===== config.mk =====
export PLATFORM = sky130hd
export DESIGN_NAME = uart_inst_loader
export DESIGN_NICKNAME = d
export VERILOG_FILES = /design/src/rtl/lasd_loader_pkg.sv /design/src/rtl/uart_rx_byte.sv /design/src/rtl/uart_inst_loader.sv
export SDC_FILE = /design/constraint.sdc
export NUM_CORES = 1
export LEC_CHECK = 0
export ABC_AREA = 1
export BUFFER_PORTS_ARGS = -buffer_cell sky130_fd_sc_hd__clkbuf_2
export CORE_MARGIN = 2
export CORE_UTILIZATION = 40
export DETAILED_ROUTE_END_ITERATION = 6
export REMOVE_ABC_BUFFERS = 1
export SLEW_MARGIN = 20
export SYNTH_ARGS = -nofsm -noshare
export SYNTH_HDL_FRONTEND = slang
export SYNTH_SLANG_ARGS = --single-unit

===== constraint.sdc =====
create_clock -name iCLK -period 1.4 [get_ports iCLK]
set_input_delay 0.14 -clock iCLK [delete_from_list [all_inputs] [get_ports iCLK]]
set_output_delay 0.14 -clock iCLK [all_outputs]
set_load 0.1 [all_outputs]

===== src/rtl/lasd_loader_pkg.sv =====
// Shared constants and state encodings for the UART instruction loader.
// The CSUM state only exists when LOADER_CHECKSUM_EN is defined.
package lasd_loader_pkg;

    localparam logic [7:0] SYNC_BYTE = 8'hA5;

    typedef enum logic [2:0] {
        IDLE,
        COUNT,
        DATA,
`ifdef LOADER_CHECKSUM_EN
        CSUM,
`endif
        DONE
    } load_state_e;

    typedef enum logic [1:0] {
        RX_IDLE,
        RX_START,
        RX_DATA,
        RX_STOP
    } rx_state_e;

endpackage


===== src/rtl/uart_rx_byte.sv =====
// 8N1 UART byte receiver: 2-flop input synchronizer, mid-bit sampling,
// one-cycle valid pulse on a good stop bit, one-cycle ferr pulse on a bad one.
module uart_rx_byte
    import lasd_loader_pkg::*;
#(
    parameter int CLKS_PER_BIT = 434
) (
    input  logic       iCLK,
    input  logic       iRST_N,
    input  logic       iRXD,
    output logic [7:0] oDATA,
    output logic       oVALID,
    output logic       oFERR
);

    localparam int CNT_W = $clog2(CLKS_PER_BIT + 1);
    localparam logic [CNT_W-1:0] HALF_M1 = CNT_W'(CLKS_PER_BIT / 2 - 1);
    localparam logic [CNT_W-1:0] FULL_M1 = CNT_W'(CLKS_PER_BIT - 1);
    localparam logic [CNT_W-1:0] CNT_ONE = CNT_W'(1);

    logic             rxd_meta_q;
    logic             rxd_sync_q;
    logic             rxd_prev_q;
    rx_state_e        state_q;
    logic [CNT_W-1:0] cnt_q;
    logic [2:0]       bit_q;
    logic [7:0]       shift_q;
    logic             valid_q;
    logic             ferr_q;

    // Line synchronizer plus one delayed copy for falling-edge detection.
    always_ff @(posedge iCLK or negedge iRST_N) begin
        if (!iRST_N) begin
            rxd_meta_q <= 1'b1;
            rxd_sync_q <= 1'b1;
            rxd_prev_q <= 1'b1;
        end else begin
            rxd_meta_q <= iRXD;
            rxd_sync_q <= rxd_meta_q;
            rxd_prev_q <= rxd_sync_q;
        end
    end

    // Bit engine: start re-check at half a bit, then one sample per bit period.
    always_ff @(posedge iCLK or negedge iRST_N) begin
        if (!iRST_N) begin
            state_q <= RX_IDLE;
            cnt_q   <= '0;
            bit_q   <= 3'd0;
            shift_q <= 8'd0;
            valid_q <= 1'b0;
            ferr_q  <= 1'b0;
        end else begin
            valid_q <= 1'b0;
            ferr_q  <= 1'b0;
            case (state_q)
                RX_IDLE: begin
                    cnt_q <= '0;
                    if (rxd_prev_q && !rxd_sync_q) begin
                        state_q <= RX_START;
                    end
                end
                RX_START: begin
                    if (cnt_q == HALF_M1) begin
                        cnt_q   <= '0;
                        bit_q   <= 3'd0;
                        state_q <= rxd_sync_q ? RX_IDLE : RX_DATA;
                    end else begin
                        cnt_q <= cnt_q + CNT_ONE;
                    end
                end
                RX_DATA: begin
                    if (cnt_q == FULL_M1) begin
                        cnt_q   <= '0;
                        shift_q <= {rxd_sync_q, shift_q[7:1]};
                        bit_q   <= bit_q + 3'd1;
                        if (bit_q == 3'd7) begin
                            state_q <= RX_STOP;
                        end
                    end else begin
                        cnt_q <= cnt_q + CNT_ONE;
                    end
                end
                RX_STOP: begin
                    if (cnt_q == FULL_M1) begin
                        cnt_q   <= '0;
                        state_q <= RX_IDLE;
                        valid_q <= rxd_sync_q;
                        ferr_q  <= !rxd_sync_q;
                    end else begin
                        cnt_q <= cnt_q + CNT_ONE;
                    end
                end
                default: begin
                    state_q <= RX_IDLE;
                    cnt_q   <= '0;
                end
            endcase
        end
    end

    assign oDATA  = shift_q;
    assign oVALID = valid_q;
    assign oFERR  = ferr_q;

endmodule


===== src/rtl/uart_inst_loader.sv =====
// Loads A5 / N / N x 4 big-endian bytes from UART into instruction memory.
// Define LOADER_CHECKSUM_EN to require a trailing XOR-of-data checksum byte.
module uart_inst_loader
    import lasd_loader_pkg::*;
#(
    parameter int CLKS_PER_BIT = 434,
    parameter int ADDR_W       = 8
) (
    input  logic              iCLK,
    input  logic              iRST_N,
    input  logic              iRXD,
    output logic              oWE,
    output logic [ADDR_W-1:0] oADDR,
    output logic [31:0]       oDATA,
    output logic              oBUSY,
    output logic              oDONE,
    output logic              oERR
);

    logic [7:0]        rx_data_s;
    logic              rx_valid_s;
    logic              rx_ferr_s;

    load_state_e       state_q;
    logic [ADDR_W-1:0] addr_q;
    logic [31:0]       data_q;
    logic              we_q;
    logic              busy_q;
    logic              done_q;
    logic              err_q;
    logic [8:0]        words_q;
    logic [1:0]        byte_q;
`ifdef LOADER_CHECKSUM_EN
    logic [7:0]        csum_q;
`endif

    uart_rx_byte #(
        .CLKS_PER_BIT(CLKS_PER_BIT)
    ) u_rx (
        .iCLK  (iCLK),
        .iRST_N(iRST_N),
        .iRXD  (iRXD),
        .oDATA (rx_data_s),
        .oVALID(rx_valid_s),
        .oFERR (rx_ferr_s)
    );

    // Frame FSM; the write address advances the cycle after every strobe.
    always_ff @(posedge iCLK or negedge iRST_N) begin
        if (!iRST_N) begin
            state_q <= IDLE;
            addr_q  <= '0;
            data_q  <= 32'd0;
            we_q    <= 1'b0;
            busy_q  <= 1'b0;
            done_q  <= 1'b0;
            err_q   <= 1'b0;
            words_q <= 9'd0;
            byte_q  <= 2'd0;
`ifdef LOADER_CHECKSUM_EN
            csum_q  <= 8'd0;
`endif
        end else begin
            we_q <= 1'b0;
            if (we_q) begin
                addr_q <= addr_q + ADDR_W'(1);
            end
            case (state_q)
                IDLE: begin
                    if (rx_valid_s && (rx_data_s == SYNC_BYTE)) begin
                        state_q <= COUNT;
                        busy_q  <= 1'b1;
                        done_q  <= 1'b0;
                        err_q   <= 1'b0;
                        addr_q  <= '0;
                        byte_q  <= 2'd0;
`ifdef LOADER_CHECKSUM_EN
                        csum_q  <= 8'd0;
`endif
                    end
                end
                COUNT: begin
                    if (rx_ferr_s) begin
                        state_q <= IDLE;
                        busy_q  <= 1'b0;
                        err_q   <= 1'b1;
                    end else if (rx_valid_s) begin
                        words_q <= (rx_data_s == 8'd0) ? 9'd256 : {1'b0, rx_data_s};
                        state_q <= DATA;
                    end
                end
                DATA: begin
                    if (rx_ferr_s) begin
                        state_q <= IDLE;
                        busy_q  <= 1'b0;
                        err_q   <= 1'b1;
                    end else if (rx_valid_s) begin
                        data_q <= {data_q[23:0], rx_data_s};
                        byte_q <= byte_q + 2'd1;
`ifdef LOADER_CHECKSUM_EN
                        csum_q <= csum_q ^ rx_data_s;
`endif
                        if (byte_q == 2'd3) begin
                            we_q    <= 1'b1;
                            words_q <= words_q - 9'd1;
                            if (words_q == 9'd1) begin
`ifdef LOADER_CHECKSUM_EN
                                state_q <= CSUM;
`else
                                state_q <= DONE;
`endif
                            end
                        end
                    end
                end
`ifdef LOADER_CHECKSUM_EN
                CSUM: begin
                    if (rx_ferr_s) begin
                        state_q <= IDLE;
                        busy_q  <= 1'b0;
                        err_q   <= 1'b1;
                    end else if (rx_valid_s) begin
                        if (rx_data_s == csum_q) begin
                            state_q <= DONE;
                        end else begin
                            state_q <= IDLE;
                            busy_q  <= 1'b0;
                            err_q   <= 1'b1;
                        end
                    end
                end
`endif
                DONE: begin
                    done_q  <= 1'b1;
                    busy_q  <= 1'b0;
                    state_q <= IDLE;
                end
                default: begin
                    state_q <= IDLE;
                    busy_q  <= 1'b0;
                end
            endcase
        end
    end

    assign oWE   = we_q;
    assign oADDR = addr_q;
    assign oDATA = data_q;
    assign oBUSY = busy_q;
    assign oDONE = done_q;
    assign oERR  = err_q;

endmodule


==> qor.csv, run 1 <==
stage,metric,value,unit
outcome,status,finished with violations,
outcome,violations,negative setup slack,
detailed_routing,via_per_inst,4.846,
layout,nets,597,
yosys,synth_edf_count,0,
yosys,synthesis.area,3983,µm²
global_routing,grt_pass1_wl,15060,µm
placed_design,place_congestion,0.8841,
power,p_leak,3.048,nW
timing,slew_violations,0,
worst_setup_path,crit_cells,8,
detailed_routing,remaining_drc_errors,0,
global_routing,grt_pass1_vias,3200,
detailed_routing,first_pass_iters,4,
global_routing,track_usage,0.1709,
cts,htreeDepth,3,
floorplanning,die_width,103.8,µm
layout,areaGrowthSynthToFinish,51.62,%
timing,fmax,652.1,MHz
worst_setup_path,arrival,1.79,ns
yosys,ys_seq_area_frac,0.5287,
worst_setup_path,worstPathMaxFanout,6,
timing,finalHoldWorstSlack,0.2550,ns
worst_setup_path,rr_worst_depth,8,
worst_setup_path,start_kind,flip-flop,
placed_design,dp_hpwl,6052,µm
yosys,synthDistinctLibCells,40,
global_routing,antenna_found_initial,0,
worst_setup_path,timing.rr.start,state_q[0]$_DFFE_PN0P_,
cts,clockBufferDepth,2,
yosys,synth_ff_type,dfrtp_1,
layout,layoutNonFillerInstCount,715,
yosys,async_flop_share,1.000,
detailed_routing,via_count,3465,
detailed_routing,drtIter0Drc,117,
worst_setup_path,r2r_setup_slack,-0.13,ns
timing,setup_viol,66,
placed_design,dp.cells,664,
detailed_routing,final_antenna_net_count,0,
worst_setup_path,end_kind,flip-flop,
worst_setup_path,slowest_stage,dfrtp_1,
yosys,syn_avg_cell_area,8.930,µm²
timing,worst_pin_slew,0.5465,ns
floorplanning,row_count,36,
timing,fin_skew,0.01733,ns
global_routing,grt_max_degree,40,
cts,cts_buffers,9,
worst_setup_path,setup.worst_path.class,reg -> reg,
yosys,yosys_warnings,0,
worst_setup_path,crit_buf_inv,4,
worst_setup_path,r2r_end,oDATA[7]$_DFFE_PN0P_,
worst_setup_path,path_cells,inv_2 -> ha_4 -> inv_4 -> nor2_4 -> nand2_8 -> clkinv_8 -> clkbuf_16 -> o22ai_2,
worst_setup_path,crit_end,oDATA[7]$_DFFE_PN0P_,
worst_setup_path,crit_required,1.65,ns
timing,period_minus_slack,1.533,ns
floorplanning,dieArea,10770,µm²
flow_run,maxCapViolCount,0,
placed_design,port-buffer-count,46,
timing,timing.final.crit_share,1.095,
yosys,synthCells,446,
cts,cts_tree,done,
cts,clkTransAtPathRegs,0.09,ns
global_routing,globalRoute.totalOverflow,0,
worst_setup_path,cp_top_family,buffers and inverters,
floorplanning,start_util,0.4093,
cts,cts_num_sinks,84,
timing,slew_headroom,0.6372,
layout,insertedDiodeCount,0,
detailed_routing,wl,10330,µm
power,p_per_area,903.2,nW/µm²
floorplanning,die_h,103.8,µm
layout,layout-drive-gt1-share,0.4863,
timing,hold_violations,0,
floorplanning,core-area,9729,µm²
detailed_routing,wl_per_cell,14.44,µm
timing,rsz0062_at_grt,true,
worst_setup_path,max_stage_delay,0.39,ns
worst_setup_path,crit_path_start,state_q[0]$_DFFE_PN0P_,
placed_design,dp_slack,-0.1951,ns
power,max-vdd-ir-drop,1.031,mV
floorplanning,pin_count,47,
hold_path,hp-class,in -> async,
cts,clk_latency,0.37,ns
yosys,synth.ff_latch_count,84,
timing,fin_ws,-0.1335,ns
cts,cts_root_buf,clkbuf_8,
## per-stage QoR
| step | setup TNS, ns | power [mW] | util | cell area (µm²) |
|---|---|---|---|---|
| after global placement | -2.727 | 3.387 | 0.4893 | 4761 |
| after floorplan | -23.98 | 3.138 | - | 3934 |
| after detailed placement | -6.301 | 3.410 | 0.4893 | 4761 |
| after global routing | -9.779 | 5.702 | 0.6206 | 6038 |
| final | -4.557 | 5.454 | 0.6206 | 6038 |
| after CTS | -1.198 | 5.385 | 0.5477 | 5329 |
## layout by cell type, fill, tap and decap left out, types with 10 or more instances in the layout
master | Yosys | final
o21ai_2 | 1 | 19
clkbuf_2 | 0 | 21
o21ai_1 | 3 | 30
ha_1 | 17 | 12
nand2_1 | 102 | 55
nand2_2 | 5 | 33
clkbuf_8 | 0 | 10
nor2_4 | 4 | 11
buf_4 | 1 | 61
buf_6 | 1 | 15
inv_1 | 57 | 46
nand2_4 | 3 | 23
dfrtp_1 | 81 | 79
nor2_1 | 32 | 23
## how the worst min path moves through the flow
stage	start	endpoint	slack, ns	cells past startpoint
floorplan	iRST_N	async pin	-0.16	0
global placement	iRST_N	oDATA[5]$_DFFE_PN0P_	0.11	1
detailed placement	iRST_N	u_rx.oDATA[0]$_DFFE_PN0P_	0.11	1
CTS	iRST_N	u_rx.oDATA[1]$_DFFE_PN0P_	0.27	2
global route	iRST_N	u_rx.oDATA[1]$_DFFE_PN0P_	0.29	2
finish	iRST_N	u_rx.oDATA[1]$_DFFE_PN0P_	0.26	2
## where the power goes
| part | switching [mW] | total, mW | internal, mW |
|---|---|---|---|
| Combinational | 0.643 | 1.13 | 0.490 |
| Sequential | 0.0641 | 2.56 | 2.50 |
| Clock | 0.884 | 1.76 | 0.876 |
| Total | 1.59 | 5.45 | 3.86 |
## layer usage
| layer | wire [µm] | vias up | track usage |
|---|---|---|---|
| met1 | 4586 | 1680 | 0.2216 |
| met3 | 286 | 22 | 0.02832 |
| li1 | - | 1705 | - |
| met5 | 0 | - | 0 |
| met2 | 5244 | 58 | 0.2838 |
| met4 | 210 | 0 | 0.07336 |
## cells in the mapped netlist, types with 2 or more instances
cell type | count | share of area
or2_2 | 2 | 0.0031
nand3b_1 | 2 | 0.0038
nor2_4 | 4 | 0.011
nor2_1 | 32 | 0.030
ha_1 | 17 | 0.053
xor2_1 | 9 | 0.020
a31oi_1 | 2 | 0.0031
clkbuf_1 | 4 | 0.0038
dfstp_2 | 3 | 0.020
nand4_1 | 4 | 0.0063
o21ai_1 | 3 | 0.0038
nor2_2 | 2 | 0.0031
nand2_1 | 102 | 0.096
a21oi_1 | 10 | 0.013
and3_1 | 2 | 0.0031
nand3_2 | 2 | 0.0050
inv_1 | 57 | 0.054
nand2_4 | 3 | 0.0085
o21ai_0 | 54 | 0.068
xnor2_1 | 2 | 0.0044
nand3_1 | 13 | 0.016
nand2_2 | 5 | 0.0079
o211ai_1 | 3 | 0.0057
buf_2 | 3 | 0.0038
nor3_1 | 11 | 0.014
dfrtp_1 | 81 | 0.51
## cells by family after synthesis
kind of cell / count (synthesis) / share of synthesized area
buffers and inverters: 68 / 0.06912
DFF: 84 / 0.5287
xor gates and xnor gates: 11 / 0.02419
adders and majority gates: 17 / 0.05341
and+or+nand+nor: 186 / 0.2130
AOI/OAI and AO/OA: 80 / 0.1115
## worst reg2reg max path: stages, from the launching register on
cell       delay [ns]
dfrtp_1          0.39
inv_2            0.10
ha_4             0.18
inv_4            0.06
nor2_4           0.22
nand2_8          0.15
clkinv_8         0.11
clkbuf_16        0.17
o22ai_2          0.06
## flip-flops by register name, summed over array words and instances, names as in the netlist, 2 cells and up, named ones only
| name | cells |
|---|---|
| u_rx.cnt_q | 9 |
| state_q | 2 |
| u_rx.oDATA | 8 |
| byte_q | 2 |
| words_q | 9 |
| u_rx.bit_q | 3 |
| oADDR | 8 |
| oDATA | 32 |
## final cells by class
class	instances	area, µm²
well taps	133	166.4
inverters	59	244.0
clock buffers	11	141.4
multi-input cells	297	2232
repair buffers	125	1082
fillers	792	3691
repair inverters	1	5.005
clock inverters	5	58.81
flip-flops and latches	84	2108
## repair_timing
item	in CTS	in global routing
setup endpoints to repair	73	83
resized for setup	62	187
endpoints found under the hold margin	27	0
hold buffers	2	0
pin swaps	31	36
setup buffers	15	6
gates cloned	4	9
(Power assumes the default switching activity.)
==> inputs of run 2 (changes only) <==
--- a/config.mk
+++ b/config.mk
@@ -7,9 +7,12 @@
 export LEC_CHECK = 0
 export ABC_AREA = 1
 export BUFFER_PORTS_ARGS = -buffer_cell sky130_fd_sc_hd__clkbuf_2
+export CELL_PAD_IN_SITES_DETAIL_PLACEMENT = 1
+export CELL_PAD_IN_SITES_GLOBAL_PLACEMENT = 2
 export CORE_MARGIN = 2
-export CORE_UTILIZATION = 40
+export CORE_UTILIZATION = 36
 export DETAILED_ROUTE_END_ITERATION = 6
+export PLACE_DENSITY_LB_ADDON = 0.1
 export REMOVE_ABC_BUFFERS = 1
 export SLEW_MARGIN = 20
 export SYNTH_ARGS = -nofsm -noshare
==> constraint.sdc (replaced) <==
create_clock -name iCLK -period 1.76 [get_ports iCLK]
set_input_delay 0.176 -clock iCLK [delete_from_list [all_inputs] [get_ports iCLK]]
set_output_delay 0.176 -clock iCLK [all_outputs]
set_load 0.1 [all_outputs]
==> qor.csv, run 2 (synthesized netlist as in run 1, its figures left out) <==
stage,metric,value,unit
timing,slew_headroom,0.6319,
cts,htreeDepth,3,
detailed_routing,first_pass_iters,4,
layout,insertedDiodeCount,0,
placed_design,dp.cells,635,
timing,setup_viol,0,
cts,cts_buffers,9,
layout,fillers,1295,
layout,final_cell_mix,"nand2_1, dfrtp_1, inv_1, o21ai_0, clkbuf_2",
worst_setup_path,start_kind,flip-flop,
placed_design,dp_hpwl,6775,µm
floorplanning,row_count,38,
outcome,status,"complete, no violations",
layout,multiInputGateArea,1629,µm²
layout,layoutNonFillerInstCount,652,
layout,areaGrowthSynthToFinish,18.19,%
layout,largest_register_ffs,32,
global_routing,grt_max_degree,28,
worst_setup_path,worstPathMaxFanout,10,
global_routing,track_usage,0.1645,
floorplanning,start_util,0.3674,
layout,nets,530,
floorplanning,die_h,109.2,µm
timing,slew_violations,0,
global_routing,globalRoute.totalOverflow,0,
timing,setup_tns,0,ns
timing,rsz0062_at_grt,true,
timing,fin_skew,0.01392,ns
floorplanning,core-area,10840,µm²
detailed_routing,final_antenna_net_count,0,
cts,clkTransAtPathRegs,0.09,ns
worst_setup_path,r2r_end,words_q[8]$_DFFE_PN0P_,
power,max-vdd-ir-drop,0.6157,mV
worst_setup_path,r2r_setup_slack,0.11,ns
global_routing,antenna_found_initial,0,
worst_setup_path,timing.rr.start,state_q[0]$_DFFE_PN0P_,
detailed_routing,wl,9081,µm
placed_design,place_congestion,0.7346,
global_routing,grt_pass1_wl,15190,µm
power,p_per_area,863.9,nW/µm²
detailed_routing,via_per_inst,4.758,
cts,clockBufferDepth,2,
worst_setup_path,crit_required,2.03,ns
detailed_routing,via_count,3102,
worst_setup_path,setup.worst_path.class,reg -> reg,
detailed_routing,drtIter0Drc,81,
worst_setup_path,end_kind,flip-flop,
placed_design,placed_area,4457,µm²
global_routing,grt_pass1_vias,3182,
timing,period_minus_slack,1.646,ns
worst_setup_path,arrival,1.92,ns
cts,cts_tree,done,
flow_run,maxCapViolCount,0,
layout,final_area,4707,µm²
timing,worst_pin_slew,0.5545,ns
timing,timing.final.crit_share,0.9352,
layout,layout-drive-gt1-share,0.2012,
power,p_leak,2.324,nW
timing,hold_violations,0,
hold_path,hp-class,in -> async,
layout,seqCellArea,2106,µm²
placed_design,port-buffer-count,46,
timing,fmax,607.6,MHz
detailed_routing,wl_per_cell,13.93,µm
timing,fin_ws,0.1140,ns
placed_design,dp_slack,-0.009977,ns
power,finalPower,4.066,mW
floorplanning,pin_count,47,
floorplanning,die_width,109.2,µm
cts,cts_num_sinks,84,
detailed_routing,remaining_drc_errors,0,
floorplanning,dieArea,11920,µm²
worst_setup_path,rr_worst_depth,8,
cts,clk_latency,0.36,ns
layout,final_common_cell,nand2_1,
cts,cts_root_buf,clkbuf_8,
run 2: cell type report:
class                           count  share of cell area
Sequential cell                    84              0.4474
Multi-Input combinational cell    295              0.3461
Timing Repair Buffer               61             0.07974
Inverter                           59             0.04864
Tap cell                          140             0.03721
Clock buffer                       10             0.02711
Clock inverter                      3             0.01382
run 2: worst max-delay path by stage:
stage,startpoint,end,slack [ns],cells past startpoint
global placement,state_q[0]$_DFFE_PN0P_,words_q[8]$_DFFE_PN0P_,0.04,8
detailed placement,state_q[0]$_DFFE_PN0P_,words_q[8]$_DFFE_PN0P_,-0.01,8
global route,state_q[0]$_DFFE_PN0P_,words_q[8]$_DFFE_PN0P_,-0.03,8
CTS,state_q[0]$_DFFE_PN0P_,words_q[5]$_DFFE_PN0P_,0.01,9
floorplan,state_q[0]$_DFFE_PN0P_,oDATA[16]$_DFFE_PN0P_,-0.38,7
finish,state_q[0]$_DFFE_PN0P_,words_q[8]$_DFFE_PN0P_,0.11,8
run 2: routing by layer:
| metal | global-route usage | wire length [µm] | up-vias |
|---|---|---|---|
| met2 | 0.2835 | 4385 | 40 |
| met3 | 0.02510 | 207 | 11 |
| met1 | 0.2054 | 4338 | 1503 |
| met5 | 0 | 0 | - |
| li1 | - | - | 1548 |
| met4 | 0.06872 | 150 | 0 |
run 2: timing repair:
item,CTS,global route
setup endpoints to repair,2,11
setup buffers,1,0
pin swaps,1,1
hold buffers,2,0
gates cloned,1,0
gates resized for setup,2,6
hold endpoints to repair,25,0
run 2: worst max-delay path, stage by stage, from the launching register on:
cell	delay [ns]
dfrtp_1	0.40
inv_1	0.08
ha_2	0.22
inv_4	0.12
nor2_1	0.06
nor2_2	0.17
nand2_1	0.17
buf_4	0.17
a22oi_1	0.18
run 2: where the power goes:
| part | total, mW | leakage [nW] | internal, mW | switching (mW) |
|---|---|---|---|---|
| combinational | 0.580 | 1.07 | 0.214 | 0.367 |
| clock | 1.45 | 0.0981 | 0.775 | 0.673 |
| sequential | 2.04 | 1.16 | 1.98 | 0.0542 |
| total | 4.07 | 2.32 | 2.97 | 1.09 |
run 2: through the flow:
| step | hold slack (ns) | util |
|---|---|---|
| finish | 0.2762 | 0.4342 |
| global route | 0.3141 | 0.4342 |
| CTS | 0.2714 | 0.4326 |
| detailed placement | 0.1272 | 0.4111 |
| global placement | 0.1279 | 0.4111 |
| floorplan | -0.1196 | - |
==> inputs of run 3 (changes only) <==
--- a/config.mk
+++ b/config.mk
@@ -8,9 +8,9 @@
 export ABC_AREA = 1
 export BUFFER_PORTS_ARGS = -buffer_cell sky130_fd_sc_hd__clkbuf_2
 export CELL_PAD_IN_SITES_DETAIL_PLACEMENT = 1
-export CELL_PAD_IN_SITES_GLOBAL_PLACEMENT = 2
+export CELL_PAD_IN_SITES_GLOBAL_PLACEMENT = 1
 export CORE_MARGIN = 2
-export CORE_UTILIZATION = 36
+export CORE_UTILIZATION = 44
 export DETAILED_ROUTE_END_ITERATION = 6
 export PLACE_DENSITY_LB_ADDON = 0.1
 export REMOVE_ABC_BUFFERS = 1
==> qor.csv, run 3 (synthesized netlist as in run 1, its figures left out) <==
stage,metric,value,unit
floorplanning,die_h,99.14,µm
floorplanning,core-area,8763,µm²
timing,worst_pin_slew,0.5564,ns
worst_setup_path,cp_top_family,flip-flops,
detailed_routing,remaining_drc_errors,0,
flow_run,maxCapViolCount,0,
floorplanning,row_count,34,
placed_design,placed_area,4387,µm²
placed_design,place_congestion,0.8115,
timing,setup_tns,0,ns
worst_setup_path,timing.rr.start,state_q[0]$_DFFE_PN0P_,
worst_setup_path,path_cells,inv_1 -> ha_2 -> nor2_1 -> inv_1 -> o21ai_1 -> nand2_2 -> clkinv_4 -> o21ai_0 -> o21ai_0,
detailed_routing,first_pass_iters,4,
layout,final_area,4671,µm²
global_routing,grt_max_degree,40,
timing,fmax,603.8,MHz
cts,cts_root_buf,clkbuf_8,
cts,clockBufferDepth,2,
timing,slew_headroom,0.6306,
floorplanning,start_util,0.4545,
detailed_routing,wl_met3,270,µm
layout,layout-drive-gt1-share,0.2012,
detailed_routing,wl_per_cell,14.78,µm
worst_setup_path,slowest_stage,dfrtp_1,
power,max-vdd-ir-drop,0.6299,mV
worst_setup_path,crit_required,1.98,ns
cts,cts_tree,done,
detailed_routing,drtIter0Drc,155,
placed_design,dp_slack,0.07146,ns
layout,largest_register_ffs,32,
floorplanning,die_width,99.14,µm
power,p_per_area,907.3,nW/µm²
timing,timing.final.crit_share,0.9410,
timing,hold_violations,0,
timing,fin_skew,0.01129,ns
placed_design,dp_hpwl,6665,µm
global_routing,grt_pass1_wl,15790,µm
timing,rsz0062_at_grt,true,
layout,multiInputGateArea,1630,µm²
layout,areaGrowthSynthToFinish,17.28,%
cts,clkTransAtPathRegs,0.09,ns
timing,period_minus_slack,1.656,ns
placed_design,port-buffer-count,46,
worst_setup_path,arrival,1.87,ns
detailed_routing,via_per_inst,5.106,
cts,cts_buffers,9,
timing,setup_viol,0,
global_routing,track_usage,0.1992,
detailed_routing,via_count,3166,
worst_setup_path,worstPathMaxFanout,10,
cts,cts_num_sinks,84,
worst_setup_path,r2r_setup_slack,0.10,ns
layout,final_util,0.5330,
layout,insertedDiodeCount,0,
global_routing,globalRoute.totalOverflow,0,
worst_setup_path,end_kind,flip-flop,
global_routing,antenna_found_initial,0,
layout,seqCellArea,2106,µm²
timing,fin_ws,0.1039,ns
layout,fillers,1076,
worst_setup_path,crit_buf_inv,3,
cts,clk_latency,0.35,ns
outcome,status,"complete, no violations",
floorplanning,dieArea,9829,µm²
detailed_routing,maxUsedRoutingLayer,met4,
worst_setup_path,setup.worst_path.class,reg -> reg,
timing,finalHoldWorstSlack,0.2732,ns
floorplanning,pin_count,47,
detailed_routing,met1_length,4107,µm
worst_setup_path,crit_path_start,state_q[0]$_DFFE_PN0P_,
worst_setup_path,max_stage_delay,0.41,ns
hold_path,hp-class,in -> async,
layout,final_cell_mix,"nand2_1, dfrtp_1, inv_1, o21ai_0, clkbuf_2",
global_routing,grt_pass1_vias,3348,
layout,final_common_cell,nand2_1,
power,p_leak,2.318,nW
timing,slew_violations,0,
detailed_routing,routed-wl-met2,4597,µm
detailed_routing,wl,9164,µm
detailed_routing,final_antenna_net_count,0,
worst_setup_path,start_kind,flip-flop,
cts,htreeDepth,3,
layout,nets,527,
run 3: power by group:
group          total, mW  leakage (nW)  internal (mW)  switching [mW]
sequential          2.04          1.16           1.98          0.0581
clock               1.57         0.106          0.844           0.723
combinational      0.628          1.05          0.231           0.398
total               4.24          2.32           3.06            1.18
run 3: final timing paths:
path,endpoint,cells past startpoint
worst max register to register,words_q[5]$_DFFE_PN0P_,9
min in group iCLK,u_rx.rxd_sync_q$_DFF_PN1_,0
worst max-delay path,words_q[5]$_DFFE_PN0P_,9
worst min register to register,u_rx.rxd_sync_q$_DFF_PN1_,0
worst min-delay path,oDATA[30]$_DFFE_PN0P_,2
max in group asynchronous,byte_q[0]$_DFFE_PN0P_,3
run 3: layout make-up:
cell class,count,share of cell area
multi-input cells,296,0.3490
clock inverters,5,0.01795
repair buffers,57,0.07394
inverters,59,0.04902
well taps,108,0.02893
flip-flops and latches,84,0.4508
clock buffers,11,0.03027
run 3: repair_timing:
| action | in CTS | in global routing |
|---|---|---|
| hold endpoints to repair | 25 | 0 |
| gates resized for setup | 0 | 7 |
| setup buffers | 0 | 1 |
| endpoints found under the setup margin | 0 | 27 |
| hold buffers | 2 | 0 |
run 3: per-layer routing:
layer	GRT usage	up-vias
li1	-	1548
met2	0.3368	54
met4	0.08114	0
met5	0	-
met3	0.02741	14
met1	0.2592	1550
run 3: metrics by stage:
stage                     total power [mW]  cells
after floorplan                      2.496    437
after CTS                            4.228    617
final                                4.238    620
after detailed placement             2.656    599
after global routing                 4.449    620
after global placement               2.637    599
